<file path="src/rtl/hazard_ctrl_pkg.sv">
// Shared pipeline definitions: FSM state encoding, register-address width default, NOP encoding.
// Imported by the hazard controller and its load-use comparator.
package pipeline_pkg;
    localparam int          REG_AW_DEF = 5;
    localparam logic [31:0] NOP_INSN   = 32'h00000013;

    typedef enum logic [1:0] {
        RUN      = 2'd0,
        FLUSH    = 2'd1,
        MEM_WAIT = 2'd2
    } hz_state_e;
endpackage

</file>
<file path="src/rtl/hazard_ctrl_if.sv">
// Decode-stage hazard bus: IF/ID and ID/EX fields in, pipeline enable/flush controls out.
// master = pipeline side, slave = hazard controller.
interface hazard_ctrl_if #(parameter int REG_AW = 5);
    logic [REG_AW-1:0] if_id_rs1;
    logic [REG_AW-1:0] if_id_rs2;
    logic              if_id_use_rs1;
    logic              if_id_use_rs2;
    logic              id_ex_memread;
    logic [REG_AW-1:0] id_ex_rd;
    logic              branch_taken;
    logic              mem_busy;
    logic              pc_write;
    logic              if_id_write;
    logic              if_id_flush;
    logic              id_ex_bubble;
    logic              pipe_freeze;
    logic [1:0]        state_out;

    modport master (
        output if_id_rs1, if_id_rs2, if_id_use_rs1, if_id_use_rs2,
               id_ex_memread, id_ex_rd, branch_taken, mem_busy,
        input  pc_write, if_id_write, if_id_flush, id_ex_bubble, pipe_freeze, state_out
    );

    modport slave (
        input  if_id_rs1, if_id_rs2, if_id_use_rs1, if_id_use_rs2,
               id_ex_memread, id_ex_rd, branch_taken, mem_busy,
        output pc_write, if_id_write, if_id_flush, id_ex_bubble, pipe_freeze, state_out
    );
endinterface

</file>
<file path="src/rtl/hazard_ctrl_detect.sv">
// Combinational load-use comparator; x0 never hazards. Kept standalone so the
// forwarding unit can reuse it.
module hazard_detect
    import pipeline_pkg::*;
#(
    parameter int REG_AW = REG_AW_DEF
) (
    input  logic [REG_AW-1:0] rs1,
    input  logic [REG_AW-1:0] rs2,
    input  logic              use_rs1,
    input  logic              use_rs2,
    input  logic              memread,
    input  logic [REG_AW-1:0] rd,
    output logic              lu
);
    logic hit1, hit2;

    assign hit1 = use_rs1 && (rd == rs1);
    assign hit2 = use_rs2 && (rd == rs2);
    assign lu   = memread && (rd != '0) && (hit1 || hit2);
endmodule

</file>
<file path="src/rtl/hazard_ctrl.sv">
// Pipeline interlock/flush controller: mem_busy freeze > branch flush > load-use stall.
// Optional HAZARD_PERF_CNT_EN adds saturating stall/flush performance counters.
module hazard_ctrl
    import pipeline_pkg::*;
#(
    parameter int REG_AW       = REG_AW_DEF,
    parameter int FLUSH_CYCLES = 1
`ifdef HAZARD_PERF_CNT_EN
    ,
    parameter int CNT_W        = 32
`endif
) (
    input  logic              clock,
    input  logic              reset,
    hazard_ctrl_if.slave      hz
`ifdef HAZARD_PERF_CNT_EN
    ,
    output logic [CNT_W-1:0]  stall_count,
    output logic [CNT_W-1:0]  flush_count
`endif
);
    localparam logic [3:0] RELOAD = 4'(FLUSH_CYCLES - 1);

    hz_state_e  state;
    logic [3:0] cnt;
    logic       pending;
    logic       lu;
    logic       do_freeze, do_redirect, do_stall;

    hazard_detect #(.REG_AW(REG_AW)) u_detect (
        .rs1     (hz.if_id_rs1),
        .rs2     (hz.if_id_rs2),
        .use_rs1 (hz.if_id_use_rs1),
        .use_rs2 (hz.if_id_use_rs2),
        .memread (hz.id_ex_memread),
        .rd      (hz.id_ex_rd),
        .lu      (lu)
    );

    // Freeze wins in every state; reset forces the free-running defaults.
    always_comb begin
        do_freeze   = !reset && hz.mem_busy;
        do_redirect = 1'b0;
        do_stall    = 1'b0;
        if (!reset && !hz.mem_busy) begin
            case (state)
                RUN: begin
                    do_redirect = hz.branch_taken;
                    do_stall    = !hz.branch_taken && lu;
                end
                FLUSH:    do_redirect = 1'b1;
                MEM_WAIT: begin
                    do_redirect = pending || hz.branch_taken;
                    do_stall    = !(pending || hz.branch_taken) && lu;
                end
                default: ;
            endcase
        end
    end

    assign hz.pc_write     = !(do_freeze || do_stall);
    assign hz.if_id_write  = !(do_freeze || do_stall);
    assign hz.if_id_flush  = do_redirect;
    assign hz.id_ex_bubble = do_redirect || do_stall;
    assign hz.pipe_freeze  = do_freeze;
    assign hz.state_out    = reset ? 2'd0 : state;

    always_ff @(posedge clock) begin
        if (reset) begin
            state   <= RUN;
            cnt     <= 4'd0;
            pending <= 1'b0;
        end else if (hz.mem_busy) begin
            // Branches resolved during a freeze are replayed once memory is ready.
            pending <= pending || hz.branch_taken;
            case (state)
                RUN:             state <= MEM_WAIT;
                FLUSH, MEM_WAIT: ;
                default:         state <= RUN;
            endcase
        end else begin
            pending <= 1'b0;
            case (state)
                RUN, MEM_WAIT: begin
                    if (do_redirect && FLUSH_CYCLES > 1) begin
                        state <= FLUSH;
                        cnt   <= RELOAD;
                    end else begin
                        state <= RUN;
                    end
                end
                FLUSH: begin
                    if (hz.branch_taken || pending) begin
                        cnt <= RELOAD;
                    end else if (cnt <= 4'd1) begin
                        state <= RUN;
                        cnt   <= 4'd0;
                    end else begin
                        cnt <= cnt - 4'd1;
                    end
                end
                default: state <= RUN;
            endcase
        end
    end

`ifdef HAZARD_PERF_CNT_EN
    always_ff @(posedge clock) begin
        if (reset) begin
            stall_count <= '0;
            flush_count <= '0;
        end else begin
            if (!hz.pc_write && stall_count != '1)
                stall_count <= stall_count + 1'b1;
            if (hz.if_id_flush && flush_count != '1)
                flush_count <= flush_count + 1'b1;
        end
    end
`endif
endmodule

</file>
<file path="src/flat_wrapper.sv">
// flat-port wrapper written by rule: the top's interface ports become plain ports
module hazard_ctrl_flat import pipeline_pkg::*;
#(
    parameter int REG_AW       = REG_AW_DEF,
    parameter int FLUSH_CYCLES = 1

)
  (clock, reset, hz_if_id_rs1, hz_if_id_rs2, hz_if_id_use_rs1, hz_if_id_use_rs2, hz_id_ex_memread, hz_id_ex_rd, hz_branch_taken, hz_mem_busy, hz_pc_write, hz_if_id_write, hz_if_id_flush, hz_id_ex_bubble, hz_pipe_freeze, hz_state_out);
  hazard_ctrl_if #(.REG_AW(REG_AW)) hz_i ();
  input  logic clock;
  input  logic reset;
  input wire logic [$bits(hz_i.if_id_rs1)-1:0] hz_if_id_rs1;
  input wire logic [$bits(hz_i.if_id_rs2)-1:0] hz_if_id_rs2;
  input wire logic [$bits(hz_i.if_id_use_rs1)-1:0] hz_if_id_use_rs1;
  input wire logic [$bits(hz_i.if_id_use_rs2)-1:0] hz_if_id_use_rs2;
  input wire logic [$bits(hz_i.id_ex_memread)-1:0] hz_id_ex_memread;
  input wire logic [$bits(hz_i.id_ex_rd)-1:0] hz_id_ex_rd;
  input wire logic [$bits(hz_i.branch_taken)-1:0] hz_branch_taken;
  input wire logic [$bits(hz_i.mem_busy)-1:0] hz_mem_busy;
  output wire logic [$bits(hz_i.pc_write)-1:0] hz_pc_write;
  output wire logic [$bits(hz_i.if_id_write)-1:0] hz_if_id_write;
  output wire logic [$bits(hz_i.if_id_flush)-1:0] hz_if_id_flush;
  output wire logic [$bits(hz_i.id_ex_bubble)-1:0] hz_id_ex_bubble;
  output wire logic [$bits(hz_i.pipe_freeze)-1:0] hz_pipe_freeze;
  output wire logic [$bits(hz_i.state_out)-1:0] hz_state_out;
  assign hz_i.if_id_rs1 = hz_if_id_rs1;
  assign hz_i.if_id_rs2 = hz_if_id_rs2;
  assign hz_i.if_id_use_rs1 = hz_if_id_use_rs1;
  assign hz_i.if_id_use_rs2 = hz_if_id_use_rs2;
  assign hz_i.id_ex_memread = hz_id_ex_memread;
  assign hz_i.id_ex_rd = hz_id_ex_rd;
  assign hz_i.branch_taken = hz_branch_taken;
  assign hz_i.mem_busy = hz_mem_busy;
  assign hz_pc_write = hz_i.pc_write;
  assign hz_if_id_write = hz_i.if_id_write;
  assign hz_if_id_flush = hz_i.if_id_flush;
  assign hz_id_ex_bubble = hz_i.id_ex_bubble;
  assign hz_pipe_freeze = hz_i.pipe_freeze;
  assign hz_state_out = hz_i.state_out;
  hazard_ctrl #(.REG_AW(REG_AW), .FLUSH_CYCLES(FLUSH_CYCLES)) u_core (.clock(clock), .reset(reset), .hz(hz_i));
endmodule
</file>
<file path="config.mk">
export PLATFORM = sky130hd
export DESIGN_NAME = hazard_ctrl_flat
export DESIGN_NICKNAME = d
export VERILOG_FILES = /design/src/rtl/hazard_ctrl_pkg.sv /design/src/rtl/hazard_ctrl_if.sv /design/src/rtl/hazard_ctrl_detect.sv /design/src/rtl/hazard_ctrl.sv /design/src/flat_wrapper.sv
export SDC_FILE = /design/constraint.sdc
export NUM_CORES = 1
export LEC_CHECK = 0
export BUFFER_PORTS_ARGS = -buffer_cell sky130_fd_sc_hd__buf_2
export CELL_PAD_IN_SITES_DETAIL_PLACEMENT = 0
export CELL_PAD_IN_SITES_GLOBAL_PLACEMENT = 2
export CORE_AREA = 4 4 47 49
export DETAILED_ROUTE_END_ITERATION = 7
export DIE_AREA = 0 0 51 53
export PLACE_DENSITY_LB_ADDON = 0.25
export SYNTH_ARGS = -nofsm -noshare
export SYNTH_HDL_FRONTEND = slang
export SYNTH_SLANG_ARGS = --single-unit
</file>
<file path="constraint.sdc">
create_clock -name clock -period 3.6 [get_ports clock]
set_clock_uncertainty 0.05 [all_clocks]
set_input_delay 0.18 -clock clock [delete_from_list [all_inputs] [get_ports clock]]
set_output_delay 0.18 -clock clock [all_outputs]
set_load 0.005 [all_outputs]
</file>
Word-level counts from Yosys, hierarchy flattened. Cells that the tools add are included.

Register bits: 7. Bits of input ports: 22. Output and inout bits: 7. Logic and storage cells: 48.

Add/sub/neg operators: 1. $lt $le $gt $ge: 1. Eq/ne operators: 7. Muxes and demuxes: 12. Bitwise logic cells: 1. Reductions and logical operators: 23.

Operators by type and width (count): $eq 5x5->1 (2); $mux 2 (5); $logic_and 1x1->1 (8); $mux 4 (2); $logic_not 1->1 (5); $reduce_bool 5->1 (1); $le 4x1->1 const B (1); $logic_or 1x1->1 (4); $pmux 2 s2 (1); $reduce_or 2->1 (2); $sub 4x1->4 const B (1); $ne 3x2->1 const B (1); $ne 3x3->1 const B (1); $pmux 1 s3 (1); $reduce_and 3->1 (1); $eq 2x1->1 const B (1); $eq 2x2->1 const B (1); $logic_not 2->1 (1); $mux 1 (2); $ne 2x2->1 const B (1); $pmux 1 s2 (1); $reduce_and 2->1 (1); $not 1->1 (1).

Logic depth before layout (Yosys ltp). Gate-level depths: netlist (run 1).

Depth after elaboration: 9. Gate-level depth with buffers: 5. Depth with buffers taken out: 4.

Cells and area by module. A second synthesis (run 1) with hierarchy kept.

Cell total of the unflattened synthesis: 32. Area, all modules: 252.7 um^2.

By module, submodules not included: hazard_detect (times used 1, cells each 17, area each 133.9 um^2, seq. area each 0.0 um^2); hazard_ctrl (times used 1, cells each 15, area each 118.9 um^2, seq. area each 40.0 um^2).

Least setup slack after synthesis (run 1). OpenSTA, ideal clock, no wires.

Path type: input port to output port. From: in hz_id_ex_rd[3]. To: out hz_pc_write. Arrival time: 1229 ps. Required time: 3370 ps. Path slack: 2141 ps. Cell stages on the path: 5. Buffers on the path: 1. Path through: xor2_1 -> nor4_2 -> a32oi_1 -> o32a_1 -> buf_4.

Word-level cells in the longest chain between the ends: 9. Elaborated cells between the ends (all ways): 14. Classes of those cells: 2 x eq/ne; 2 x mux; 10 x reduce/logical.

RTL lines: start, declared (RTL line flat_wrapper.sv:17) `input wire logic [$bits(hz_i.id_ex_rd)-1:0] hz_id_ex_rd;`; $eq 5x5->1 (on tied branches) (RTL line hazard_ctrl_detect.sv:18, hazard_ctrl_detect.sv:19); $logic_and 1x1->1 (on tied branches) (RTL line hazard_ctrl_detect.sv:18, hazard_ctrl_detect.sv:19); $logic_or 1x1->1 (RTL line hazard_ctrl_detect.sv:20) `assign lu = memread && (rd != '0) && (hit1 || hit2);`; $logic_and 1x1->1 * (RTL line hazard_ctrl_detect.sv:20); $logic_and 1x1->1 (on tied branches) (RTL line hazard_ctrl.sv:54, hazard_ctrl.sv:49); $pmux 1 s2 * (RTL line hazard_ctrl.sv:46) `case (state)`; $mux 1 * (RTL line hazard_ctrl.sv:45) `if (!reset && !hz.mem_busy) begin`; $logic_or 1x1->1 *; $logic_not 1->1 *; end, declared (RTL line flat_wrapper.sv:20) `output wire logic [$bits(hz_i.pc_write)-1:0] hz_pc_write;`.

Mark *: on every way between the ends. The rest lies on a longest branch, timed or not.

Worst setup path after layout (run 1).
From: in hz_id_ex_rd[3]. To: out hz_if_id_write.

Word-level cells in the longest chain between the ends: 9. Elaborated cells between the ends (all ways): 14. Classes of those cells: 2 x eq/ne; 2 x mux; 10 x reduce/logical.

RTL lines: $eq 5x5->1 (on tied branches) (RTL line hazard_ctrl_detect.sv:18, hazard_ctrl_detect.sv:19); $logic_and 1x1->1 (on tied branches) (RTL line hazard_ctrl_detect.sv:18, hazard_ctrl_detect.sv:19); $logic_or 1x1->1 (RTL line hazard_ctrl_detect.sv:20); $logic_and 1x1->1 * (RTL line hazard_ctrl_detect.sv:20); $logic_and 1x1->1 (on tied branches) (RTL line hazard_ctrl.sv:54, hazard_ctrl.sv:49); $pmux 1 s2 * (RTL line hazard_ctrl.sv:46); $mux 1 * (RTL line hazard_ctrl.sv:45); $logic_or 1x1->1 * (RTL line hazard_ctrl.sv:62) `assign hz.if_id_write = !(do_freeze || do_stall);`; $logic_not 1->1 * (RTL line hazard_ctrl.sv:62); end, declared (RTL line flat_wrapper.sv:21) `output wire logic [$bits(hz_i.if_id_write)-1:0] hz_if_id_write;`.

Marks and branches as above.

==> results of run 1 <==
-- cells by family after synthesis --
logic type	count (synthesis)
buf+inv	3
xor+xnor	10
simple gates	10
compound gates	6
flops	2
other cells	1
-- state kept, by name (all words and copies together), names as in the netlist --
register        count
u_core.pending      1
u_core.state        1
-- synthesized netlist by cell type (all sizes together) --
master	instances	area share
nor3	1	0.019
xor2	8	0.27
buf	2	0.058
or3	1	0.024
a32oi	1	0.034
o32a	1	0.039
o21ai	1	0.019
a21oi	1	0.019
o21bai	1	0.029
nor4	2	0.073
nor2b	1	0.024
or4	1	0.029
inv	1	0.015
o21a	1	0.029
nor2	2	0.029
conb	1	0.015
xnor2	2	0.068
nand2b	1	0.024
and2	1	0.024
dfxtp	2	0.16
-- power breakdown --
group,switching [mW],total [mW],internal [mW]
Clock,0.0108,0.0474,0.0366
Sequential,0.000430,0.0239,0.0235
Combinational,0.0161,0.0352,0.0192
-- cells in the final DEF, fill, tap and decap left out --
cell                       count
sky130_fd_sc_hd__o21bai_1      1
sky130_fd_sc_hd__clkbuf_4      3
sky130_fd_sc_hd__nor3_1        1
sky130_fd_sc_hd__xor2_1        8
sky130_fd_sc_hd__a21oi_1       1
sky130_fd_sc_hd__o21a_1        1
sky130_fd_sc_hd__nand2b_1      1
sky130_fd_sc_hd__o32a_1        1
sky130_fd_sc_hd__conb_1        1
sky130_fd_sc_hd__or3_1         1
sky130_fd_sc_hd__or4_1         1
sky130_fd_sc_hd__xnor2_1       2
sky130_fd_sc_hd__dfxtp_1       2
sky130_fd_sc_hd__nor4_2        1
sky130_fd_sc_hd__and2_0        1
sky130_fd_sc_hd__buf_2        27
sky130_fd_sc_hd__inv_1         1
sky130_fd_sc_hd__nor2b_1       1
sky130_fd_sc_hd__o21ai_0       1
sky130_fd_sc_hd__nor2_1        2
sky130_fd_sc_hd__a32oi_1       1
sky130_fd_sc_hd__nor4_1        1
-- per-stage QoR --
stage	setup slack, ns	hold slack, ns
after floorplan	2.14	0.202
after global placement	1.89	0.360
after detailed placement	1.90	0.358
after CTS	1.89	0.127
after global routing	1.80	0.153
final	1.94	0.135
-- layer usage --
metal	part of all wire	GRT usage	up-vias
met3	0.17	0.0197	0
met5	0	0	-
li1	-	-	165
met2	0.47	0.103	22
met4	0	0.0269	0
met1	0.36	0.0534	127
-- worst max-delay path by stage --
stage | from | end | slack [ns] | cells after the start
2_1_floorplan | hz_id_ex_rd[3] | hz_pc_write | 2.14 | 5
3_3_place_gp | hz_id_ex_rd[3] | hz_if_id_write | 1.89 | 6
3_5_place_dp | hz_id_ex_rd[3] | hz_if_id_write | 1.90 | 6
4_1_cts | hz_id_ex_rd[3] | hz_if_id_write | 1.89 | 6
5_1_grt | hz_id_ex_rd[3] | hz_if_id_write | 1.80 | 6
6_report | hz_id_ex_rd[3] | hz_if_id_write | 1.94 | 6
-- cell type report --
cell class / instances / share of cell area
Clock buffer: 3 / 0.0519
Inverter: 1 / 0.00865
Multi-Input combinational cell: 27 / 0.458
Sequential cell: 2 / 0.0922
Tap cell: 27 / 0.0778
Timing Repair Buffer: 27 / 0.311
==> flow_summary.html, run 1 <==
<table>
<tr><th>Metric</th><th>Value</th></tr>
<tr><th colspan="2">Status</th></tr>
<tr><td>Outcome</td><td>finished, final reports clean</td></tr>
<tr><th colspan="2">Finish</th></tr>
<tr><td>Final cell count without fillers</td><td>between 80 and 90</td></tr>
<tr><td>Finished layout cell area</td><td>434 um^2</td></tr>
<tr><td>Antenna cell count</td><td>0</td></tr>
<tr><td>Fillers</td><td>between 200 and 250</td></tr>
<tr><td>Layout cells sized above 1</td><td>0.517</td></tr>
<tr><td>Total number of nets in the final design</td><td>84</td></tr>
<tr><td>Core utilization of the finished layout</td><td>0.233</td></tr>
<tr><td>Total area of sequential cells</td><td>40.0 um^2</td></tr>
<tr><td>Area Overhead vs Synth</td><td>68.4%</td></tr>
<tr><td>Area taken by multi-input logic gates</td><td>between 150 and 200 um^2</td></tr>
<tr><th colspan="2">Critical path</th></tr>
<tr><td>Crit Path Class</td><td>in2out</td></tr>
<tr><td>Critical Path Source Type</td><td>primary input</td></tr>
<tr><td>Worst flop-to-flop path startpoint</td><td>u_core.pending$_SDFF_PN0_</td></tr>
<tr><td>Slowest cell on the critical path</td><td>sky130_fd_sc_hd__o32a_1</td></tr>
<tr><td>FF-to-FF setup slack</td><td>~3 ns</td></tr>
<tr><td>End of the worst register-to-register path</td><td>u_core.pending$_SDFF_PN0_</td></tr>
<tr><td>Worst path arrival time</td><td>1.43 ns</td></tr>
<tr><td>Required time worst endpoint</td><td>3.37 ns</td></tr>
<tr><td>Chain of cells forming the critical path</td><td>buf_2 &gt; xor2_1 &gt; nor4_2 &gt; a32oi_1 &gt; o32a_1 &gt; buf_2</td></tr>
<tr><td>Cell with the most instances on the worst path</td><td>sky130_fd_sc_hd__buf_2</td></tr>
<tr><td>Stage delay of the slowest cell on the critical path</td><td>roughly 0.38 ns</td></tr>
<tr><td>Critical-path maximum fanout</td><td>3</td></tr>
<tr><td>Largest delay share family, worst path</td><td>compound AO/OA/AOI/OAI gates</td></tr>
<tr><td>Register-to-Register Path Depth</td><td>1</td></tr>
<tr><td>Category of the worst setup path capture point</td><td>primary output</td></tr>
<tr><td>Worst path buffer plus inverter count</td><td>2</td></tr>
<tr><th colspan="2">Route</th></tr>
<tr><td>Via count</td><td>between 300 and 400</td></tr>
<tr><td>First-pass detailed-route iteration total</td><td>4</td></tr>
<tr><td>Via-per-instance ratio</td><td>3.61</td></tr>
<tr><td>Final wirelength</td><td>722 um</td></tr>
<tr><td>Average routed wire per standard cell</td><td>approximately 8.3 um</td></tr>
<tr><td>Count of nets left with antenna violations after detail routing</td><td>0</td></tr>
<tr><td>Initial DRC Count</td><td>2</td></tr>
<tr><td>DRC violation count after routing</td><td>0</td></tr>
<tr><th colspan="2">Floorplan</th></tr>
<tr><td>Total I/O pin count</td><td>29</td></tr>
<tr><td>Area of the core</td><td>roughly 0.0019 mm^2</td></tr>
<tr><td>Area of the die</td><td>0.00270 mm^2</td></tr>
<tr><td>Die height</td><td>53 um</td></tr>
<tr><td>Row Count</td><td>16</td></tr>
<tr><td>Starting density of the core</td><td>0.138</td></tr>
<tr><td>Die outline width</td><td>51 um</td></tr>
<tr><th colspan="2">Clock tree</th></tr>
<tr><td>TritonCTS buffer count</td><td>3</td></tr>
<tr><td>Count of buffers added by post-CTS timing repair for setup</td><td>0</td></tr>
<tr><td>H-tree level count</td><td>1</td></tr>
<tr><td>Number of clock sinks seen by CTS</td><td>2</td></tr>
<tr><td>TritonCTS clock tree</td><td>done</td></tr>
<tr><td>Clock-pin slew on the worst setup and hold paths</td><td>around 0.030 ns</td></tr>
<tr><td>Post-cts resize count</td><td>0</td></tr>
<tr><td>Library cell used as clock root buffer</td><td>sky130_fd_sc_hd__clkbuf_4</td></tr>
<tr><td>Maximum buffer depth of the clock tree</td><td>2</td></tr>
<tr><td>Clk Latency, worst-skew pair</td><td>between 0.2 and 0.25 ns</td></tr>
<tr><td>Hold-fix buffers at CTS</td><td>0</td></tr>
<tr><th colspan="2">Timing</th></tr>
<tr><td>Setup repair after global routing missed its margin</td><td>false</td></tr>
<tr><td>Part of the cycle the worst path needs</td><td>0.461</td></tr>
<tr><td>Clock period minus worst slack</td><td>about 1.7 ns</td></tr>
<tr><td>Setup-failing EPs final</td><td>0</td></tr>
<tr><td>Hold violation count in the final report</td><td>0</td></tr>
<tr><td>Achievable frequency</td><td>603 MHz</td></tr>
<tr><td>Accumulated negative setup slack</td><td>0 ns</td></tr>
<tr><td>Pins Over Slew Limit</td><td>0</td></tr>
<tr><th colspan="2">Yosys</th></tr>
<tr><td>Parity-gate share of the synthesized area counting xor and xnor cells</td><td>0.340</td></tr>
<tr><td>Simple-gate portion of the synthesized area</td><td>0.248</td></tr>
<tr><td>Count of distinct cell types in the synthesized netlist</td><td>21</td></tr>
<tr><td>Share of the yosys chip area belonging to registers</td><td>0.155</td></tr>
<tr><td>Share of cell area taken by muxes after synthesis</td><td>0</td></tr>
<tr><td>Complex-gate fraction of the synthesized area</td><td>0.170</td></tr>
<tr><td>Combinational family with the most area after synthesis</td><td>XOR/XNOR gates</td></tr>
<tr><td>Post-Syn Area per Cell</td><td>about 8.1 um^2</td></tr>
<tr><td>Yosys warnings</td><td>0</td></tr>
<tr><td>Post-Syn Instances</td><td>32</td></tr>
<tr><td>Number of nets in the synthesized netlist</td><td>between 50 and 60</td></tr>
<tr><td>Post-synthesis sequential element count</td><td>2</td></tr>
<tr><td>Adder and majority cell fraction of the synthesized area</td><td>0</td></tr>
<tr><td>Syn Std Cell Area</td><td>about 260 um^2</td></tr>
<tr><th colspan="2">Power</th></tr>
<tr><td>Power Total</td><td>~110 uW</td></tr>
<tr><td>Cell area power density</td><td>about 250 mW/mm^2</td></tr>
<tr><td>Worst voltage drop across the vdd grid</td><td>0.0623 mV</td></tr>
<tr><td>Leakage power figure</td><td>approximately 0.21 nW</td></tr>
<tr><th colspan="2">Min path</th></tr>
<tr><td>Class of the most critical hold timing path</td><td>in2reg</td></tr>
<tr><td>Worst Hold Depth</td><td>2</td></tr>
<tr><td>Startpoint of the lowest-slack hold path</td><td>hz_branch_taken</td></tr>
<tr><td>End point of the most critical hold path</td><td>u_core.pending$_SDFF_PN0_</td></tr>
<tr><th colspan="2">Global route</th></tr>
<tr><td>Global-route wire length before repair</td><td>between 1 and 1.5 mm</td></tr>
<tr><td>Initial antenna violation count</td><td>0</td></tr>
<tr><td>Pin count of the biggest net entering global routing</td><td>8</td></tr>
<tr><td>Overall track demand over capacity in global routing</td><td>0.0552</td></tr>
<tr><td>Remaining global-route overflow</td><td>0</td></tr>
<tr><td>Via count of the first global-routing pass</td><td>about 320</td></tr>
<tr><th colspan="2">Placement</th></tr>
<tr><td>Buffers added on ports</td><td>27</td></tr>
<tr><td>Placer Congestion</td><td>roughly 0.65</td></tr>
<tr><td>Cell count after placement</td><td>84</td></tr>
<tr><td>Placed cell area</td><td>around 410 um^2</td></tr>
<tr><th colspan="2">Run</th></tr>
<tr><td>Max-capacitance violation count</td><td>0</td></tr>
</table>
(Power assumes the default switching activity.)
==> run 2: changes to the inputs <==
--- a/config.mk
+++ b/config.mk
@@ -8,9 +8,9 @@
 export BUFFER_PORTS_ARGS = -buffer_cell sky130_fd_sc_hd__buf_2
 export CELL_PAD_IN_SITES_DETAIL_PLACEMENT = 0
 export CELL_PAD_IN_SITES_GLOBAL_PLACEMENT = 2
-export CORE_AREA = 4 4 47 49
+export CORE_AREA = 4 4 48 50
 export DETAILED_ROUTE_END_ITERATION = 7
-export DIE_AREA = 0 0 51 53
+export DIE_AREA = 0 0 52 54
 export PLACE_DENSITY_LB_ADDON = 0.25
 export SYNTH_ARGS = -nofsm -noshare
 export SYNTH_HDL_FRONTEND = slang
==> constraint.sdc (replaced) <==
create_clock -name clock -period 1.53 [get_ports clock]
set_clock_uncertainty 0.05 [all_clocks]
set_input_delay 0.0765 -clock clock [delete_from_list [all_inputs] [get_ports clock]]
set_output_delay 0.0765 -clock clock [all_outputs]
set_load 0.005 [all_outputs]
==> flow_summary.html, run 2 (synthesized netlist as in run 1, its figures left out) <==
<table>
<tr><th>Metric</th><th>Value</th></tr>
<tr><th colspan="2">Power</th></tr>
<tr><td>Leakage power figure</td><td>0.210 nW</td></tr>
<tr><td>Part of the power in the clock network</td><td>0.451</td></tr>
<tr><td>Switching Share</td><td>0.270</td></tr>
<tr><td>Part of the total power dissipated in combinational logic</td><td>0.329</td></tr>
<tr><td>Power Total</td><td>256 uW</td></tr>
<tr><td>Net Sw Power</td><td>approximately 69 uW</td></tr>
<tr><td>Cell Int Power</td><td>roughly 190 uW</td></tr>
<tr><td>Worst voltage drop across the vdd grid</td><td>about 0.16 mV</td></tr>
<tr><td>Cell area power density</td><td>590 mW/mm^2</td></tr>
<tr><td>Part of the power in registers</td><td>0.220</td></tr>
<tr><th colspan="2">Floorplan</th></tr>
<tr><td>Row Count</td><td>16</td></tr>
<tr><td>Area of the die</td><td>~0.0028 mm^2</td></tr>
<tr><td>Starting density of the core</td><td>0.136</td></tr>
<tr><td>Area of the core</td><td>between 0.0015 and 0.002 mm^2</td></tr>
<tr><td>Die height</td><td>~54 um</td></tr>
<tr><td>Die outline width</td><td>52 um</td></tr>
<tr><td>Total I/O pin count</td><td>29</td></tr>
<tr><th colspan="2">Finish</th></tr>
<tr><td>Most frequent standard cell in the layout excluding fill and tap cells</td><td>sky130_fd_sc_hd__buf_2</td></tr>
<tr><td>Fillers</td><td>221</td></tr>
<tr><td>Antenna cell count</td><td>0</td></tr>
<tr><td>Area Overhead vs Synth</td><td>68.4%</td></tr>
<tr><td>Layout cells sized above 1</td><td>0.517</td></tr>
<tr><td>Total number of nets in the final design</td><td>84</td></tr>
<tr><td>Most frequent cells in the layout</td><td>sky130_fd_sc_hd__buf_2, sky130_fd_sc_hd__xor2_1, sky130_fd_sc_hd__clkbuf_4</td></tr>
<tr><td>Biggest regs</td><td>u_core.pending x1, u_core.state x1</td></tr>
<tr><td>Core utilization of the finished layout</td><td>0.228</td></tr>
<tr><th colspan="2">Global route</th></tr>
<tr><td>Global-route wire length before repair</td><td>roughly 1.3 mm</td></tr>
<tr><td>Overall track demand over capacity in global routing</td><td>0.0658</td></tr>
<tr><td>Initial antenna violation count</td><td>0</td></tr>
<tr><td>Pin count of the biggest net entering global routing</td><td>8</td></tr>
<tr><td>Via count of the first global-routing pass</td><td>about 340</td></tr>
<tr><td>Remaining global-route overflow</td><td>0</td></tr>
<tr><th colspan="2">Placement</th></tr>
<tr><td>HPWL Detailed</td><td>between 700 and 800 um</td></tr>
<tr><td>Buffers added on ports</td><td>27</td></tr>
<tr><td>Placer Congestion</td><td>about 0.64</td></tr>
<tr><th colspan="2">Timing</th></tr>
<tr><td>Pins Over Slew Limit</td><td>0</td></tr>
<tr><td>Setup-failing EPs final</td><td>0</td></tr>
<tr><td>Accumulated negative setup slack</td><td>0 ns</td></tr>
<tr><td>Part of the cycle the worst path needs</td><td>0.956</td></tr>
<tr><td>Setup repair after global routing missed its margin</td><td>false</td></tr>
<tr><td>Achievable frequency</td><td>between 600 and 700 MHz</td></tr>
<tr><td>Hold violation count in the final report</td><td>0</td></tr>
<tr><td>Clock period minus worst slack</td><td>about 1.5 ns</td></tr>
<tr><th colspan="2">Route</th></tr>
<tr><td>First-pass detailed-route iteration total</td><td>2</td></tr>
<tr><td>DRC violation count after routing</td><td>0</td></tr>
<tr><td>Via-per-instance ratio</td><td>3.75</td></tr>
<tr><td>Count of nets left with antenna violations after detail routing</td><td>0</td></tr>
<tr><td>Met2 routed WL</td><td>approximately 330 um</td></tr>
<tr><td>Initial DRC Count</td><td>1</td></tr>
<tr><td>M1 wire length</td><td>317 um</td></tr>
<tr><td>Final wirelength</td><td>just over 800 um</td></tr>
<tr><td>Routed wire length on met3</td><td>151 um</td></tr>
<tr><td>Average routed wire per standard cell</td><td>between 9 and 10 um</td></tr>
<tr><td>Via count</td><td>326</td></tr>
<tr><td>Max Used Layer</td><td>met4</td></tr>
<tr><th colspan="2">Min path</th></tr>
<tr><td>Class of the most critical hold timing path</td><td>in2reg</td></tr>
<tr><th colspan="2">Clock tree</th></tr>
<tr><td>Count of buffers added by post-CTS timing repair for setup</td><td>0</td></tr>
<tr><td>Post-cts resize count</td><td>0</td></tr>
<tr><td>Clk Latency, worst-skew pair</td><td>roughly 0.22 ns</td></tr>
<tr><td>Clock-pin slew on the worst setup and hold paths</td><td>0.03 ns</td></tr>
<tr><td>Library cell used as clock root buffer</td><td>sky130_fd_sc_hd__clkbuf_4</td></tr>
<tr><td>TritonCTS clock tree</td><td>done</td></tr>
<tr><td>Hold-fix buffers at CTS</td><td>0</td></tr>
<tr><td>TritonCTS buffer count</td><td>3</td></tr>
<tr><td>Maximum buffer depth of the clock tree</td><td>2</td></tr>
<tr><td>Number of clock sinks seen by CTS</td><td>2</td></tr>
<tr><td>H-tree level count</td><td>1</td></tr>
<tr><th colspan="2">Critical path</th></tr>
<tr><td>Critical-path maximum fanout</td><td>3</td></tr>
<tr><td>Critical Path Source Type</td><td>primary input</td></tr>
<tr><td>Required time worst endpoint</td><td>between 1 and 1.5 ns</td></tr>
<tr><td>Crit Path Class</td><td>in2out</td></tr>
<tr><td>Category of the worst setup path capture point</td><td>primary output</td></tr>
<tr><td>Worst path arrival time</td><td>roughly 1.3 ns</td></tr>
<tr><th colspan="2">Run</th></tr>
<tr><td>Max-capacitance violation count</td><td>0</td></tr>
<tr><th colspan="2">Status</th></tr>
<tr><td>Outcome</td><td>finished, final reports clean</td></tr>
</table>
[run 2: cell counts in the layout (fill, tap and decap cells not counted)]
Identical to the previous run, type by type.
[run 2: power by group through the flow]
stage	Combinational, mW	Sequential (mW)	Clock, mW
after floorplan	0.0409	0.0568	0
after global placement	0.0874	0.0571	0
after detailed placement	0.0854	0.0571	0
after CTS	0.0855	0.0564	0.124
after global routing	0.0949	0.0568	0.131
final	0.0842	0.0564	0.115
[run 2: through the flow]
stage	hold WS, ns	setup WS [ns]	std cells	cell area, um^2
after floorplan	0.0989	0.278	32	258
final	0.0303	0.0670	87	434
after detailed placement	0.258	0.0478	84	412
after global placement	0.260	0.0234	84	412
after CTS	0.0218	0.0396	87	434
after global routing	0.0260	0.00488	87	434
[run 2: cell type report]
class / count / area (um^2) / area share
tap: 27 / 33.8 / 0.0778
inverter: 1 / 3.75 / 0.00865
clock buffer: 3 / 22.5 / 0.0519
sequential: 2 / 40.0 / 0.0922
multi-input combinational: 27 / 199 / 0.458
timing repair buffer: 27 / 135 / 0.311
[run 2: layer usage]
metal | global-route usage | up-vias
met3 | 0.0388 | 2
met1 | 0.0616 | 129
li1 | - | 167
met4 | 0.0524 | 0
met5 | 0 | -
met2 | 0.105 | 28
[run 2: final timing paths]
path / from / end / slack [ns] / cells after the start
max reg2reg: u_core.pending$_SDFF_PN0_ / u_core.pending$_SDFF_PN0_ / 0.92 / 1
min: hz_branch_taken / u_core.pending$_SDFF_PN0_ / 0.03 / 2
max: hz_id_ex_rd[3] / hz_pc_write / 0.07 / 6
min reg2reg: u_core.pending$_SDFF_PN0_ / u_core.pending$_SDFF_PN0_ / 0.40 / 1
[run 2: critical path, cell delays in order]
cell and delay [ns]:
sky130_fd_sc_hd__buf_2 0.12, sky130_fd_sc_hd__xor2_1 0.17, sky130_fd_sc_hd__nor4_2 0.27, sky130_fd_sc_hd__a32oi_1 0.17, sky130_fd_sc_hd__o32a_1 0.39, sky130_fd_sc_hd__buf_2 0.13
==> run 3: changes to the inputs <==
--- a/config.mk
+++ b/config.mk
@@ -12,6 +12,7 @@
 export DETAILED_ROUTE_END_ITERATION = 7
 export DIE_AREA = 0 0 52 54
 export PLACE_DENSITY_LB_ADDON = 0.25
+export REMOVE_ABC_BUFFERS = 1
 export SYNTH_ARGS = -nofsm -noshare
 export SYNTH_HDL_FRONTEND = slang
 export SYNTH_SLANG_ARGS = --single-unit
==> flow_summary.html, run 3 (synthesized netlist as in run 1, its figures left out) <==
<table>
<tr><th>Metric</th><th>Value</th></tr>
<tr><th colspan="2">Floorplan</th></tr>
<tr><td>Row Count</td><td>16</td></tr>
<tr><td>Die outline width</td><td>about 52 um</td></tr>
<tr><td>Area of the die</td><td>around 0.0028 mm^2</td></tr>
<tr><td>Total I/O pin count</td><td>29</td></tr>
<tr><td>Starting density of the core</td><td>0.136</td></tr>
<tr><td>Die height</td><td>54 um</td></tr>
<tr><td>Area of the core</td><td>0.00190 mm^2</td></tr>
<tr><th colspan="2">Global route</th></tr>
<tr><td>Via count of the first global-routing pass</td><td>just over 300</td></tr>
<tr><td>Initial antenna violation count</td><td>0</td></tr>
<tr><td>Remaining global-route overflow</td><td>0</td></tr>
<tr><td>Global-route wire length before repair</td><td>approximately 1.3 mm</td></tr>
<tr><td>Pin count of the biggest net entering global routing</td><td>8</td></tr>
<tr><td>Overall track demand over capacity in global routing</td><td>0.0595</td></tr>
<tr><th colspan="2">Clock tree</th></tr>
<tr><td>Hold-fix buffers at CTS</td><td>0</td></tr>
<tr><td>H-tree level count</td><td>1</td></tr>
<tr><td>Number of clock sinks seen by CTS</td><td>2</td></tr>
<tr><td>TritonCTS clock tree</td><td>done</td></tr>
<tr><td>Clock-pin slew on the worst setup and hold paths</td><td>approximately 0.030 ns</td></tr>
<tr><td>TritonCTS buffer count</td><td>3</td></tr>
<tr><td>Library cell used as clock root buffer</td><td>sky130_fd_sc_hd__clkbuf_4</td></tr>
<tr><td>Clk Latency, worst-skew pair</td><td>0.22 ns</td></tr>
<tr><td>Maximum buffer depth of the clock tree</td><td>2</td></tr>
<tr><th colspan="2">Timing</th></tr>
<tr><td>Setup-failing EPs final</td><td>0</td></tr>
<tr><td>Setup repair after global routing missed its margin</td><td>false</td></tr>
<tr><td>Hold violation count in the final report</td><td>0</td></tr>
<tr><td>Clock period minus worst slack</td><td>~1.4 ns</td></tr>
<tr><td>Achievable frequency</td><td>a little over 700 MHz</td></tr>
<tr><td>Accumulated negative setup slack</td><td>0 ns</td></tr>
<tr><td>Part of the cycle the worst path needs</td><td>0.923</td></tr>
<tr><td>Pins Over Slew Limit</td><td>0</td></tr>
<tr><th colspan="2">Critical path</th></tr>
<tr><td>Critical Path Source Type</td><td>flip-flop</td></tr>
<tr><td>Category of the worst setup path capture point</td><td>primary output</td></tr>
<tr><td>Crit path from</td><td>u_core.pending$_SDFF_PN0_</td></tr>
<tr><td>Critical-path maximum fanout</td><td>2</td></tr>
<tr><td>End of the worst register-to-register path</td><td>u_core.pending$_SDFF_PN0_</td></tr>
<tr><td>FF-to-FF setup slack</td><td>a little over 0.9 ns</td></tr>
<tr><td>Register-to-Register Path Depth</td><td>1</td></tr>
<tr><td>Required time worst endpoint</td><td>between 1 and 1.5 ns</td></tr>
<tr><td>Crit Path Class</td><td>reg2out</td></tr>
<tr><td>Worst path arrival time</td><td>~1.3 ns</td></tr>
<tr><td>Worst flop-to-flop path startpoint</td><td>u_core.pending$_SDFF_PN0_</td></tr>
<tr><th colspan="2">Min path</th></tr>
<tr><td>Worst Hold Depth</td><td>2</td></tr>
<tr><td>Class of the most critical hold timing path</td><td>in2reg</td></tr>
<tr><td>Startpoint of the lowest-slack hold path</td><td>hz_branch_taken</td></tr>
<tr><td>End point of the most critical hold path</td><td>u_core.pending$_SDFF_PN0_</td></tr>
<tr><th colspan="2">Run</th></tr>
<tr><td>Max-capacitance violation count</td><td>0</td></tr>
<tr><th colspan="2">Power</th></tr>
<tr><td>Part of the power in the clock network</td><td>0.440</td></tr>
<tr><td>Part of the power in registers</td><td>0.219</td></tr>
<tr><td>Net Sw Power</td><td>just under 70 uW</td></tr>
<tr><td>Switching Share</td><td>0.268</td></tr>
<tr><td>Part of the total power dissipated in combinational logic</td><td>0.341</td></tr>
<tr><td>Cell area power density</td><td>roughly 570 mW/mm^2</td></tr>
<tr><td>Worst voltage drop across the vdd grid</td><td>between 0.15 and 0.2 mV</td></tr>
<tr><td>Cell Int Power</td><td>188 uW</td></tr>
<tr><td>Power Total</td><td>257 uW</td></tr>
<tr><td>Leakage power figure</td><td>0.218 nW</td></tr>
<tr><th colspan="2">Route</th></tr>
<tr><td>DRC violation count after routing</td><td>0</td></tr>
<tr><td>Average routed wire per standard cell</td><td>around 9 um</td></tr>
<tr><td>Initial DRC Count</td><td>1</td></tr>
<tr><td>Via-per-instance ratio</td><td>3.63</td></tr>
<tr><td>Final wirelength</td><td>between 700 and 800 um</td></tr>
<tr><td>First-pass detailed-route iteration total</td><td>2</td></tr>
<tr><td>Count of nets left with antenna violations after detail routing</td><td>0</td></tr>
<tr><td>Via count</td><td>319</td></tr>
<tr><th colspan="2">Finish</th></tr>
<tr><td>Biggest regs</td><td>u_core.pending x1, u_core.state x1</td></tr>
<tr><td>Total number of nets in the final design</td><td>85</td></tr>
<tr><td>Antenna cell count</td><td>0</td></tr>
<tr><td>Final cell count without fillers</td><td>88</td></tr>
<tr><td>Most frequent cells in the layout</td><td>sky130_fd_sc_hd__buf_2, sky130_fd_sc_hd__xor2_1, sky130_fd_sc_hd__clkbuf_4</td></tr>
<tr><td>Core utilization of the finished layout</td><td>0.236</td></tr>
<tr><td>Most frequent standard cell in the layout excluding fill and tap cells</td><td>sky130_fd_sc_hd__buf_2</td></tr>
<tr><td>Fillers</td><td>roughly 220</td></tr>
<tr><td>Layout cells sized above 1</td><td>0.541</td></tr>
<tr><td>Area Overhead vs Synth</td><td>74.3%</td></tr>
<tr><th colspan="2">Placement</th></tr>
<tr><td>Placer Congestion</td><td>slightly above 0.6</td></tr>
<tr><td>HPWL Detailed</td><td>about 710 um</td></tr>
<tr><td>Cell count after placement</td><td>84</td></tr>
<tr><td>Buffers added on ports</td><td>27</td></tr>
<tr><th colspan="2">Status</th></tr>
<tr><td>Outcome</td><td>finished, final reports clean</td></tr>
</table>
[run 3: cell types whose count changed in the layout (fill, tap and decap cells not counted)]
cell | before | now
sky130_fd_sc_hd__buf_4 | 0 | 1
sky130_fd_sc_hd__a32oi_1 | 1 | 0
sky130_fd_sc_hd__a32oi_2 | 0 | 1
sky130_fd_sc_hd__o21ai_1 | 0 | 1
sky130_fd_sc_hd__o21ai_0 | 1 | 0
[run 3: worst max-delay path by stage]
| stage | to | cells after the start | slack, ns |
|---|---|---|---|
| after floorplan | hz_if_id_write | 4 | 0.41 |
| after CTS | hz_if_id_write | 6 | 0.05 |
| final | hz_if_id_write | 4 | 0.12 |
| after global placement | hz_if_id_write | 6 | 0.07 |
| after detailed placement | hz_if_id_write | 6 | 0.05 |
| after global routing | hz_pc_write | 6 | 0.05 |
[run 3: through the flow]
step                instance area [um^2]  setup slack, ns  hold slack [ns]
floorplan                            243            0.405           0.0989
global placement                     412           0.0678            0.258
detailed placement                   412           0.0504            0.259
CTS                                  434           0.0468           0.0284
global route                         449           0.0462           0.0394
finish                               449            0.118           0.0331
[run 3: area by class of cell]
class                   count  area, um^2  share of cell area
clock buffers               3        22.5              0.0501
inverters                   1        3.75             0.00836
multi-input cells          27         206               0.460
flip-flops and latches      2        40.0              0.0891
well taps                  27        33.8              0.0752
repair buffers             28         143               0.318
[run 3: repair_timing]
item | 4_1_cts | 5_1_grt
buffers inserted | 0 | 1
endpoints found under the setup margin | 0 | 3
resized for setup | 0 | 2
[run 3: critical path: stages, from the launching register on]
cell	delay, ns
sky130_fd_sc_hd__dfxtp_1	0.30
sky130_fd_sc_hd__a21oi_1	0.19
sky130_fd_sc_hd__nand2b_1	0.08
sky130_fd_sc_hd__o32a_1	0.36
sky130_fd_sc_hd__buf_2	0.13
[run 3: power groups by stage]
stage | combinational [mW] | clock [mW] | sequential (mW)
2_1_floorplan | 0.0371 | 0 | 0.0568
3_3_place_gp | 0.0867 | 0 | 0.0571
3_5_place_dp | 0.0856 | 0 | 0.0571
4_1_cts | 0.0860 | 0.120 | 0.0564
5_1_grt | 0.0990 | 0.129 | 0.0568
6_report | 0.0877 | 0.113 | 0.0564
[run 3: routing by layer]
| layer | up-vias | track usage | share of wire |
|---|---|---|---|
| met5 | - | 0 | 0 |
| met4 | 0 | 0.0262 | 0 |
| met3 | 0 | 0.0139 | 0.14 |
| met2 | 22 | 0.0962 | 0.48 |
| met1 | 129 | 0.0747 | 0.38 |
| li1 | 168 | - | - |
